**config.mk**
```make
export PLATFORM = sky130hd
export DESIGN_NAME = load_store_unit_flat
export DESIGN_NICKNAME = d
export VERILOG_FILES = /design/src/rtl/lsu_pkg.sv /design/src/rtl/load_store_unit_if.sv /design/src/rtl/lsu_lane_align.sv /design/src/rtl/load_store_unit.sv /design/src/flat_wrapper.sv
export SDC_FILE = /design/constraint.sdc
export NUM_CORES = 1
export LEC_CHECK = 0
export CAP_MARGIN = 40
export CORE_MARGIN = 2
export CORE_UTILIZATION = 40
export DETAILED_ROUTE_END_ITERATION = 12
export GPL_ROUTABILITY_DRIVEN = 0
export PLACE_DENSITY_LB_ADDON = 0.1
export SYNTH_ARGS = -nofsm -noshare
export SYNTH_HDL_FRONTEND = slang
export SYNTH_SLANG_ARGS = --single-unit
```
**constraint.sdc**
```tcl
create_clock -name clock -period 6.5 [get_ports clock]
set_input_delay 1.95 -clock clock [delete_from_list [all_inputs] [get_ports clock]]
set_output_delay 1.95 -clock clock [all_outputs]
set_load 0.005 [all_outputs]
```
**src/rtl/lsu_pkg.sv**
```systemverilog
// Load/store unit shared types.
// FSM states, access sizes, latched request bundle.
package lsu_pkg;

  localparam int LSU_MEM_WORDS = 64;

  typedef enum logic [2:0] {
    ST_IDLE,
    ST_READ,
    ST_CAPTURE,
    ST_WRITE,
    ST_RESP
  } lsu_state_e;

  typedef enum logic [1:0] {
    SZ_BYTE = 2'b00,
    SZ_HALF = 2'b01,
    SZ_WORD = 2'b10,
    SZ_ILL  = 2'b11
  } lsu_size_e;

  typedef struct packed {
    logic        write;
    logic        uns;
    lsu_size_e   size;
    logic [31:0] addr;
    logic [31:0] wdata;
  } lsu_req_t;

  // Half needs addr[0]=0, word needs addr[1:0]=0.
  function automatic logic lsu_misaligned(
    input lsu_size_e  sz,
    input logic [1:0] lo
  );
    return ((sz == SZ_HALF) && lo[0]) ||
           ((sz == SZ_WORD) && (lo != 2'b00));
  endfunction

endpackage

```
**src/rtl/load_store_unit_if.sv**
```systemverilog
// CPU request/response and word memory port.
// slave = LSU side, master = CPU/memory side.
interface load_store_unit_if;

  logic        req_valid;
  logic        req_ready;
  logic        req_write;
  logic        req_unsigned;
  logic [1:0]  req_size;
  logic [31:0] req_addr;
  logic [31:0] req_wdata;

  logic        resp_valid;
  logic        resp_error;
  logic [31:0] resp_rdata;

  logic [31:0] mem_address;
  logic        mem_read;
  logic        mem_write;
  logic [31:0] mem_writeData;
  logic [31:0] mem_readData;

  modport slave (
    input  req_valid, req_write, req_unsigned,
    input  req_size, req_addr, req_wdata,
    input  mem_readData,
    output req_ready,
    output resp_valid, resp_error, resp_rdata,
    output mem_address, mem_read, mem_write,
    output mem_writeData
  );

  modport master (
    output req_valid, req_write, req_unsigned,
    output req_size, req_addr, req_wdata,
    output mem_readData,
    input  req_ready,
    input  resp_valid, resp_error, resp_rdata,
    input  mem_address, mem_read, mem_write,
    input  mem_writeData
  );

endinterface

```
**src/rtl/lsu_lane_align.sv**
```systemverilog
// Little-endian lane extract/extend for loads
// and lane merge for partial stores.
module lsu_lane_align
  import lsu_pkg::*;
(
  input  logic [31:0] rd_word,
  input  lsu_size_e   size,
  input  logic [1:0]  lane,
  input  logic        uns,
  input  logic [15:0] wdata,
  output logic [31:0] load_data,
  output logic [31:0] merged
);

  logic [7:0]  byte_sel;
  logic [15:0] half_sel;
  logic [4:0]  bit_off;

  // Select lane, extend it, and build merged word.
  always_comb begin
    bit_off   = {lane, 3'b000};
    byte_sel  = rd_word[bit_off +: 8];
    half_sel  = lane[1] ? rd_word[31:16]
                        : rd_word[15:0];
    load_data = rd_word;
    merged    = rd_word;
    unique case (1'b1)
      (size == SZ_BYTE): begin
        load_data = {{24{byte_sel[7] & ~uns}},
                     byte_sel};
        merged[bit_off +: 8] = wdata[7:0];
      end
      (size == SZ_HALF): begin
        load_data = {{16{half_sel[15] & ~uns}},
                     half_sel};
        if (lane[1]) begin
          merged[31:16] = wdata;
        end else begin
          merged[15:0] = wdata;
        end
      end
      default: ;
    endcase
  end

endmodule

```
**src/rtl/load_store_unit.sv**
```systemverilog
// Single-outstanding load/store unit.
// Faults short-circuit to RESP without memory traffic.
module load_store_unit
  import lsu_pkg::*;
#(
  parameter int MEM_WORDS = LSU_MEM_WORDS
) (
  input  logic              clock,
  input  logic              reset,
  load_store_unit_if.slave  bus
);

  lsu_state_e  state_q, state_d;
  lsu_req_t    req_q, req_d;
  logic        fault_q, fault_d;
  logic [31:0] rd_word_q, rd_word_d;

  logic        in_fault;
  lsu_size_e   in_size;
  logic [31:0] load_data;
  logic [31:0] merged;
  logic [31:0] word_addr;

  assign in_size   = lsu_size_e'(bus.req_size);
  assign word_addr = {2'b00, req_q.addr[31:2]};

  // Classify the incoming request as faulting.
  always_comb begin
    in_fault = (in_size == SZ_ILL) ||
               lsu_misaligned(in_size,
                              bus.req_addr[1:0]) ||
               ({2'b00, bus.req_addr[31:2]} >=
                32'(MEM_WORDS));
  end

  lsu_lane_align u_align (
    .rd_word   (rd_word_q),
    .size      (req_q.size),
    .lane      (req_q.addr[1:0]),
    .uns       (req_q.uns),
    .wdata     (req_q.wdata[15:0]),
    .load_data (load_data),
    .merged    (merged)
  );

  // Next-state and request latching.
  always_comb begin
    state_d   = state_q;
    req_d     = req_q;
    fault_d   = fault_q;
    rd_word_d = rd_word_q;
    unique case (state_q)
      ST_IDLE: begin
        if (bus.req_valid) begin
          req_d.write = bus.req_write;
          req_d.uns   = bus.req_unsigned;
          req_d.size  = in_size;
          req_d.addr  = bus.req_addr;
          req_d.wdata = bus.req_wdata;
          fault_d     = in_fault;
          rd_word_d   = '0;
          if (in_fault) begin
            state_d = ST_RESP;
          end else if (bus.req_write &&
                       in_size == SZ_WORD) begin
            state_d = ST_WRITE;
          end else begin
            state_d = ST_READ;
          end
        end
      end
      ST_READ: state_d = ST_CAPTURE;
      ST_CAPTURE: begin
        rd_word_d = bus.mem_readData;
        state_d   = req_q.write ? ST_WRITE
                                : ST_RESP;
      end
      ST_WRITE: state_d = ST_RESP;
      ST_RESP:  state_d = ST_IDLE;
      default:  state_d = ST_IDLE;
    endcase
  end

  // State and datapath registers, synchronous reset.
  always_ff @(posedge clock) begin
    if (reset) begin
      state_q   <= ST_IDLE;
      req_q     <= '0;
      fault_q   <= 1'b0;
      rd_word_q <= '0;
    end else begin
      state_q   <= state_d;
      req_q     <= req_d;
      fault_q   <= fault_d;
      rd_word_q <= rd_word_d;
    end
  end

  // Outputs; strobes are masked during reset so an
  // aborted access never writes.
  always_comb begin
    bus.req_ready     = (state_q == ST_IDLE);
    bus.resp_valid    = 1'b0;
    bus.resp_error    = 1'b0;
    bus.resp_rdata    = '0;
    bus.mem_address   = '0;
    bus.mem_read      = 1'b0;
    bus.mem_write     = 1'b0;
    bus.mem_writeData = '0;
    if (!reset) begin
      unique case (state_q)
        ST_READ: begin
          bus.mem_read    = 1'b1;
          bus.mem_address = word_addr;
        end
        ST_WRITE: begin
          bus.mem_write     = 1'b1;
          bus.mem_address   = word_addr;
          bus.mem_writeData =
            (req_q.size == SZ_WORD) ? req_q.wdata
                                    : merged;
        end
        ST_RESP: begin
          bus.resp_valid = 1'b1;
          bus.resp_error = fault_q;
          if (!fault_q && !req_q.write) begin
            bus.resp_rdata = load_data;
          end
        end
        default: ;
      endcase
    end
  end

endmodule

```
**src/flat_wrapper.sv**
```systemverilog
// flat-port wrapper written by rule: the top's interface ports become plain ports
module load_store_unit_flat import lsu_pkg::*;
#(
  parameter int MEM_WORDS = LSU_MEM_WORDS
)
  (clock, reset, bus_req_valid, bus_req_write, bus_req_unsigned, bus_req_size, bus_req_addr, bus_req_wdata, bus_mem_readData, bus_req_ready, bus_resp_valid, bus_resp_error, bus_resp_rdata, bus_mem_address, bus_mem_read, bus_mem_write, bus_mem_writeData);
  load_store_unit_if bus_i ();
  input  logic clock;
  input  logic reset;
  input wire logic [$bits(bus_i.req_valid)-1:0] bus_req_valid;
  input wire logic [$bits(bus_i.req_write)-1:0] bus_req_write;
  input wire logic [$bits(bus_i.req_unsigned)-1:0] bus_req_unsigned;
  input wire logic [$bits(bus_i.req_size)-1:0] bus_req_size;
  input wire logic [$bits(bus_i.req_addr)-1:0] bus_req_addr;
  input wire logic [$bits(bus_i.req_wdata)-1:0] bus_req_wdata;
  input wire logic [$bits(bus_i.mem_readData)-1:0] bus_mem_readData;
  output wire logic [$bits(bus_i.req_ready)-1:0] bus_req_ready;
  output wire logic [$bits(bus_i.resp_valid)-1:0] bus_resp_valid;
  output wire logic [$bits(bus_i.resp_error)-1:0] bus_resp_error;
  output wire logic [$bits(bus_i.resp_rdata)-1:0] bus_resp_rdata;
  output wire logic [$bits(bus_i.mem_address)-1:0] bus_mem_address;
  output wire logic [$bits(bus_i.mem_read)-1:0] bus_mem_read;
  output wire logic [$bits(bus_i.mem_write)-1:0] bus_mem_write;
  output wire logic [$bits(bus_i.mem_writeData)-1:0] bus_mem_writeData;
  assign bus_i.req_valid = bus_req_valid;
  assign bus_i.req_write = bus_req_write;
  assign bus_i.req_unsigned = bus_req_unsigned;
  assign bus_i.req_size = bus_req_size;
  assign bus_i.req_addr = bus_req_addr;
  assign bus_i.req_wdata = bus_req_wdata;
  assign bus_i.mem_readData = bus_mem_readData;
  assign bus_req_ready = bus_i.req_ready;
  assign bus_resp_valid = bus_i.resp_valid;
  assign bus_resp_error = bus_i.resp_error;
  assign bus_resp_rdata = bus_i.resp_rdata;
  assign bus_mem_address = bus_i.mem_address;
  assign bus_mem_read = bus_i.mem_read;
  assign bus_mem_write = bus_i.mem_write;
  assign bus_mem_writeData = bus_i.mem_writeData;
  load_store_unit #(.MEM_WORDS(MEM_WORDS)) u_core (.clock(clock), .reset(reset), .bus(bus_i));
endmodule
```
==> key figures, run 1 <==
Outcome
  – Status: finished, final reports clean

Finish
  – Synth-to-Final Area Change: 40.90%
  – FF+latch area: 2082 um2
  – Nets: 1095
  – Non-Filler Instances: 1176
  – # diodes: 0
  – Filler cells: 1411
  – Multi-input logic area: 3354 um2
  – Finished layout cell area: 8212 um2
  – Share of cells above drive strength 1: 0.05746

Worst setup path
  – Worst Setup End Kind: output port
  – CP arrival: 4190 ps
  – Slowest cell delay on critical path: 510 ps
  – Buf/Inv on CP: 4
  – Worst Path Max Fanout: 16
  – Critical path, cell by cell: buf_4 > nor3b_2 > nand2_1 > inv_1 > o31ai_1 > buf_2 > nor2_1 > clkdlybuf4s50_1
  – Worst Setup Path Type: input port to output port
  – Crit start category: input port
  – Worst Path Required: 4550 ps
  – Critical path's slowest cell: inv_1
  – Crit-path leading delay family: buffers and inverters

STA
  – Minimum clock period: 6139 ps
  – Normalized max-slew margin: 0.4012
  – Least-Margin Pin Slew: 897.2 ps
  – Clk_skew: 7.837 ps
  – Fmax: 0.1629 GHz
  – # setup viols final: 0
  – Final cycle utilization of the critical path: 0.9445
  – Hold_ws: 449.8 ps
  – Setup TNS: 0 ps
  – Unrepaired setup endpoints after global routing: no
  – Pins Over Slew Limit: 0
  – Final hold vios: 0

GRT
  – Met1 Use GR: 0.3766
  – Gr busiest metal: met2
  – Vias in the first global route: 6156
  – Total Routing Usage GR: 0.2686
  – Met3 GRT Util: 0.08162
  – Global-route wire length before repair: 33.68 mm
  – GR Layer Usage met2: 0.3986
  – Antenna violations before repair: 0
  – Largest net degree at the start of global routing: 68
  – Grt ovf: 0

Floorplanning
  – Core box area: 14370 um2
  – Area of the die: 15550 um2
  – Die height: 124.7 um
  – Core Rows: 44
  – Width of the die: 124.7 um
  – Initial Util: 0.4056
  – # IOs: 204

Synth
  – Post-synthesis xor/xnor area fraction: 0
  – Adder-cell share of the synthesized area: 0.01073
  – Main flop type after synthesis: dfxtp_1
  – Synth async-reset ratio: 0
  – Mapped cell area: 5828 um2
  – Sequential element share of the synthesized area: 0.3572
  – Post-synth EDFFs: 0
  – Count leader, synth: nand2_1
  – Largest cells by area after synthesis: dfxtp_1 (36%), nand2_1 (14%), a21oi_1 (10%)
  – Largest family of logic cells by synthesized area: simple AND/OR/NAND/NOR gates
  – Post-synth top area cell: dfxtp_1
  – Syn avg cell area: 7.022 um2
  – Compound-Gate Fraction of Synth Area: 0.2559
  – Mux cell area share after synthesis: 0.03778
  – Synth warnings: 0
  – Post-synthesis cell count: 830
  – Share of the synthesized area in the top cell type: 0.3572
  – Post-synth cell types: 51
  – Post-synthesis simple-gate area fraction: 0.2675
  – Synth top cells by count: nand2_1 (211), a21oi_1 (120), dfxtp_1 (104), clkbuf_1 (61), nor2_1 (41)
  – Yosys reg bits: 104

Drt
  – Antenna Nets Post-Route: 0
  – Detailed-route DRC error count: 0
  – Routed len/inst: 17.99 um
  – Pre-Repair DR Iteration Count: 5
  – Initial DRC Count: 584
  – Avg Vias per Cell: 5.554
  – Final WL: 21.15 mm
  – Vias: 6531

Clocking
  – Bufs on Longest Clock Path: 2
  – Clock buffer count from CTS: 9
  – Setup Fix Bufs, Post-CTS: 0
  – CTS tree: done
  – Cts hold-fix bufs: 0
  – H-tree Lvls: 3
  – Sink Count: 104
  – Root Driver: clkbuf_16
  – Post-CTS resize count: 0
  – Worst-Skew Late Latency: 360 ps
  – Reg clk slew, reported paths: 70 ps

Job
  – Max-cap check violation count: 0

Hold path
  – Hold Crit Class: flip-flop to flip-flop

Power and ir drop
  – VDD IR max: 0.0001542 V
  – Pleak: 2.746 nW
  – PwrDens: 178.3 nW/um2
  – Total power: 1.464 mW

Placement
  – Placed cell area: 7915 um2
  – Port bufs: 201
  – Dpl hpwl: 15.03 mm
  – Inst Count DP: 1160
## flip-flops by register name (all words and copies together) (netlist names)
register and count:
u_core.state_q 3, u_core.req_q 68, u_core.rd_word_q 32, u_core.fault_q 1
## where the power goes
group | switching [mW] | total [mW] | internal, mW
clock | 0.261 | 0.563 | 0.302
combinational | 0.109 | 0.212 | 0.102
sequential | 0.0274 | 0.689 | 0.662
## kinds of logic after synthesis
| family | count (synthesis) |
|---|---|
| simple gates | 354 |
| buf+inv | 102 |
| other cells | 1 |
| fa+ha+maj | 5 |
| flops | 104 |
| mux | 21 |
| compound gates | 243 |
## cell usage in the layout (no fill, tap or decap), types with 3 or more instances in the layout
cell | synthesis | routed
a21oi_1 | 120 | 120
o21ai_0 | 36 | 36
a2111oi_0 | 7 | 7
clkbuf_16 | 0 | 9
nor3_1 | 3 | 3
and2_1 | 32 | 31
a221o_1 | 3 | 3
nand2_1 | 211 | 210
clkdlybuf4s50_1 | 0 | 200
buf_4 | 2 | 14
dfxtp_1 | 104 | 104
a22o_1 | 6 | 6
nand2b_1 | 3 | 3
nand3_1 | 40 | 40
nor2b_1 | 6 | 6
o22ai_1 | 6 | 6
ha_1 | 5 | 5
mux2_2 | 8 | 8
mux2i_1 | 13 | 13
a21oi_2 | 10 | 10
o211ai_1 | 9 | 9
o21a_1 | 3 | 3
a31oi_1 | 7 | 7
nor2_1 | 41 | 41
a22oi_1 | 6 | 6
inv_1 | 31 | 31
nor4_1 | 6 | 6
a221oi_1 | 17 | 17
## path summary, 6_finish.rpt
check	from	endpoint	slack, ps	cells after the start
min	u_core.req_q[41]$_SDFFE_PP0P_	u_core.req_q[41]$_SDFFE_PP0P_	450	2
max reg2reg	u_core.state_q[1]$_SDFFE_PP0P_	u_core.rd_word_q[5]$_SDFFE_PP0P_	4270	6
min reg2reg	u_core.req_q[41]$_SDFFE_PP0P_	u_core.req_q[41]$_SDFFE_PP0P_	450	2
max	reset	bus_mem_writeData[7]	360	8
## worst reg2reg max path, delay by kind of cell, from the launching register on
family	cells	cell delay, ps
AO/OA/AOI/OAI	1	170
AND/OR/NAND/NOR	3	730
flip-flops	1	520
buffers and inverters	2	730
## stage by stage
step	setup slack, ps	utilization
global placement	497.6	0.5491
detailed placement	402.9	0.5509
CTS	399.5	0.5715
floorplan	1439	-
global route	184.9	0.5715
finish	360.7	0.5715
## layer usage
metal / vias to the layer above / routed length, um
met1: 3024 / 9437
met4: 0 / 376
met2: 308 / 9341
met3: 29 / 1995
li1: 3170 / -
met5: - / 0
## cell type report
class                           count  area share
Multi-Input combinational cell    625      0.4085
Timing Repair Buffer              216      0.2596
Sequential cell                   104      0.2535
Tap cell                          184     0.02804
Clock buffer                       10     0.02788
Inverter                           31     0.01417
Clock inverter                      6    0.008228
(Power assumes the default switching activity.)
==> run 2: changes to the inputs <==
--- a/config.mk
+++ b/config.mk
@@ -5,6 +5,7 @@
 export SDC_FILE = /design/constraint.sdc
 export NUM_CORES = 1
 export LEC_CHECK = 0
+export ABC_CLOCK_PERIOD_IN_PS = 6500
 export CAP_MARGIN = 40
 export CORE_MARGIN = 2
 export CORE_UTILIZATION = 40
==> results of run 2 <==
No change in the layout: final DEF, timing and power equal those of run 1.
==> run 3: changes to the inputs <==
--- a/config.mk
+++ b/config.mk
@@ -5,7 +5,7 @@
 export SDC_FILE = /design/constraint.sdc
 export NUM_CORES = 1
 export LEC_CHECK = 0
-export ABC_CLOCK_PERIOD_IN_PS = 6500
+export ABC_CLOCK_PERIOD_IN_PS = 7900
 export CAP_MARGIN = 40
 export CORE_MARGIN = 2
 export CORE_UTILIZATION = 40
==> constraint.sdc (replaced) <==
create_clock -name clock -period 7.9 [get_ports clock]
set_input_delay 2.37 -clock clock [delete_from_list [all_inputs] [get_ports clock]]
set_output_delay 2.37 -clock clock [all_outputs]
set_load 0.005 [all_outputs]
==> run 3 against run 2 <==
Total power fell by 19%. Die area did not move. Non-clock buffer count fell by 2. Global-route usage fell by 0.69 points. First-iteration DRC count rose by 11%. Routed wire length fell by 0.62%.
==> key figures, run 3 (synthesized netlist as in run 1, its figures left out) <==
Outcome
  – Status: finished, final reports clean

STA
  – Setup TNS: 0 ps (unchanged)
  – Fmax: 0.1404 GHz
  – Unrepaired setup endpoints after global routing: no
  – Normalized max-slew margin: 0.3991 (-0.002128)
  – Pins Over Slew Limit: 0 (unchanged)
  – Clk_skew: 5.607 ps (-2.231 ps)
  – Minimum clock period: 7125 ps
  – Least-Margin Pin Slew: 900.4 ps (+3.188 ps)
  – Final cycle utilization of the critical path: 0.9019
  – Final hold vios: 0 (unchanged)
  – # setup viols final: 0 (unchanged)

Clocking
  – Post-CTS resize count: 0 (unchanged)
  – Setup Fix Bufs, Post-CTS: 0 (unchanged)
  – H-tree Lvls: 3 (unchanged)
  – Clock buffer count from CTS: 9 (unchanged)
  – Bufs on Longest Clock Path: 2 (unchanged)
  – Worst-Skew Late Latency: 360 ps (about the same)
  – CTS tree: done
  – Cts hold-fix bufs: 0 (unchanged)
  – Reg clk slew, reported paths: 70 ps (about the same)
  – Sink Count: 104 (unchanged)
  – Root Driver: clkbuf_16

Floorplanning
  – Core box area: 14370 um2 (unchanged)
  – Width of the die: 124.7 um (unchanged)
  – Core Rows: 44 (unchanged)
  – Area of the die: 15550 um2 (unchanged)
  – Initial Util: 0.4056 (unchanged)
  – # IOs: 204 (unchanged)
  – Die height: 124.7 um (unchanged)

Drt
  – Initial DRC Count: 650 (+11%)
  – Routed len/inst: 17.90 um (-0.45%)
  – Final WL: 21.02 mm (-0.62%)
  – Detailed-route DRC error count: 0 (unchanged)
  – Avg Vias per Cell: 5.514 (-0.70%)
  – Vias: 6474 (-0.87%)
  – Antenna Nets Post-Route: 0 (unchanged)
  – Pre-Repair DR Iteration Count: 6 (+1)

Worst setup path
  – Reg2reg start: u_core.state_q[1]$_SDFFE_PP0P_
  – Worst Setup Path Type: input port to output port
  – Worst Path Required: 5530 ps (+980 ps)
  – Worst Setup End Kind: output port
  – Crit start category: input port
  – CP arrival: 4750 ps (+560 ps)
  – Crit path from: reset
  – Worst Path Max Fanout: 16 (unchanged)

Finish
  – Commonest non-fill, non-tap cell in the layout: nand2_1
  – Filler cells: 1446 (+2.5%)
  – Finished layout cell area: 8195 um2 (-0.20%)
  – Max reg flops: 68 (unchanged)
  – Synth-to-Final Area Change: 40.62%
  – # diodes: 0 (unchanged)
  – Largest registers: u_core.req_q: 68 flops, u_core.rd_word_q: 32 flops, u_core.state_q: 3 flops
  – Most frequent cells in the layout: nand2_1 (210), clkdlybuf4s50_1 (200), a21oi_1 (120), dfxtp_1 (104), nor2_1 (41)
  – Non-Filler Instances: 1174 (-0.17%)
  – Post-layout util: 0.5704 (-0.001132)
  – Largest register by flop count: u_core.req_q
  – Nets: 1093 (-0.18%)
  – Share of cells above drive strength 1: 0.05556 (-0.001904)

Job
  – Max-cap check violation count: 0 (unchanged)

GRT
  – Total Routing Usage GR: 0.2617 (-0.006938)
  – Vias in the first global route: 5924 (-3.8%)
  – Grt ovf: 0 (unchanged)
  – Met1 Use GR: 0.3674 (-0.009156)
  – Global-route wire length before repair: 32.71 mm (-2.9%)
  – Met3 GRT Util: 0.07002 (-0.01160)
  – Gr busiest metal: met2
  – Largest net degree at the start of global routing: 73 (+7.4%)
  – Antenna violations before repair: 0 (unchanged)
  – GR Layer Usage met2: 0.3899 (-0.008679)

Placement
  – Inst Count DP: 1158 (-0.17%)
  – Port bufs: 201 (unchanged)
  – Dpl hpwl: 14.95 mm (-0.55%)
  – Placed cell area: 7904 um2 (-0.14%)

Hold path
  – Hold Crit Class: flip-flop to flip-flop
  – HP Start: u_core.req_q[47]$_SDFFE_PP0P_

Power and ir drop
  – Pleak: 2.727 nW (-0.68%)
  – VDD IR max: 0.00009812 V (-36%)
  – PwrDens: 144.9 nW/um2 (-19%)
## run 3: stage by stage
step / hold WS [ps] / setup slack (ps) / power [mW]
2_1_floorplan: 431.7 / 1999 / 0.6617
6_report: 449.7 / 775.0 / 1.188
5_1_grt: 464.3 / 600.7 / 1.234
3_3_place_gp: 437.4 / 883.6 / 0.7473
3_5_place_dp: 441.8 / 816.7 / 0.7504
4_1_cts: 451.5 / 799.7 / 1.192
## run 3: area by class of cell
cell class,instances,area [um2],area share
Multi-Input combinational cell,625,3354,0.4093
Timing Repair Buffer,214,2121,0.2588
Sequential cell,104,2082,0.2540
Clock buffer,12,256.5,0.03130
Tap cell,184,230.2,0.02809
Inverter,31,116.4,0.01420
Clock inverter,4,35.03,0.004275
## run 3: final timing paths
check                                           end  slack (ps)  cells past startpoint
setup reg to reg  u_core.rd_word_q[30]$_SDFFE_PP0P_        5770                      6
setup / recovery                 bus_resp_rdata[18]         780                      6
hold reg to reg       u_core.req_q[47]$_SDFFE_PP0P_         450                      2
hold / removal        u_core.req_q[47]$_SDFFE_PP0P_         450                      2
## run 3: layer usage
| layer | wire length, um | share of wire |
|---|---|---|
| met1 | 9323 | 0.44 |
| met5 | 0 | 0 |
| met4 | 520 | 0.025 |
| met3 | 1947 | 0.093 |
| met2 | 9227 | 0.44 |
## run 3: report_power, final
| group | switching, mW | leakage (nW) | internal (mW) | total (mW) |
|---|---|---|---|---|
| clock network | 0.213 | 0.137 | 0.235 | 0.447 |
| logic | 0.0903 | 1.74 | 0.0838 | 0.174 |
| registers | 0.0215 | 0.850 | 0.545 | 0.566 |
| total | 0.324 | 2.73 | 0.863 | 1.19 |
## run 3: critical path, cell delays in order
cell             delay, ps
buf_4                  140
nor4b_2                380
nand2_1                430
a221o_1                670
a21oi_1                230
clkdlybuf4s50_1        530
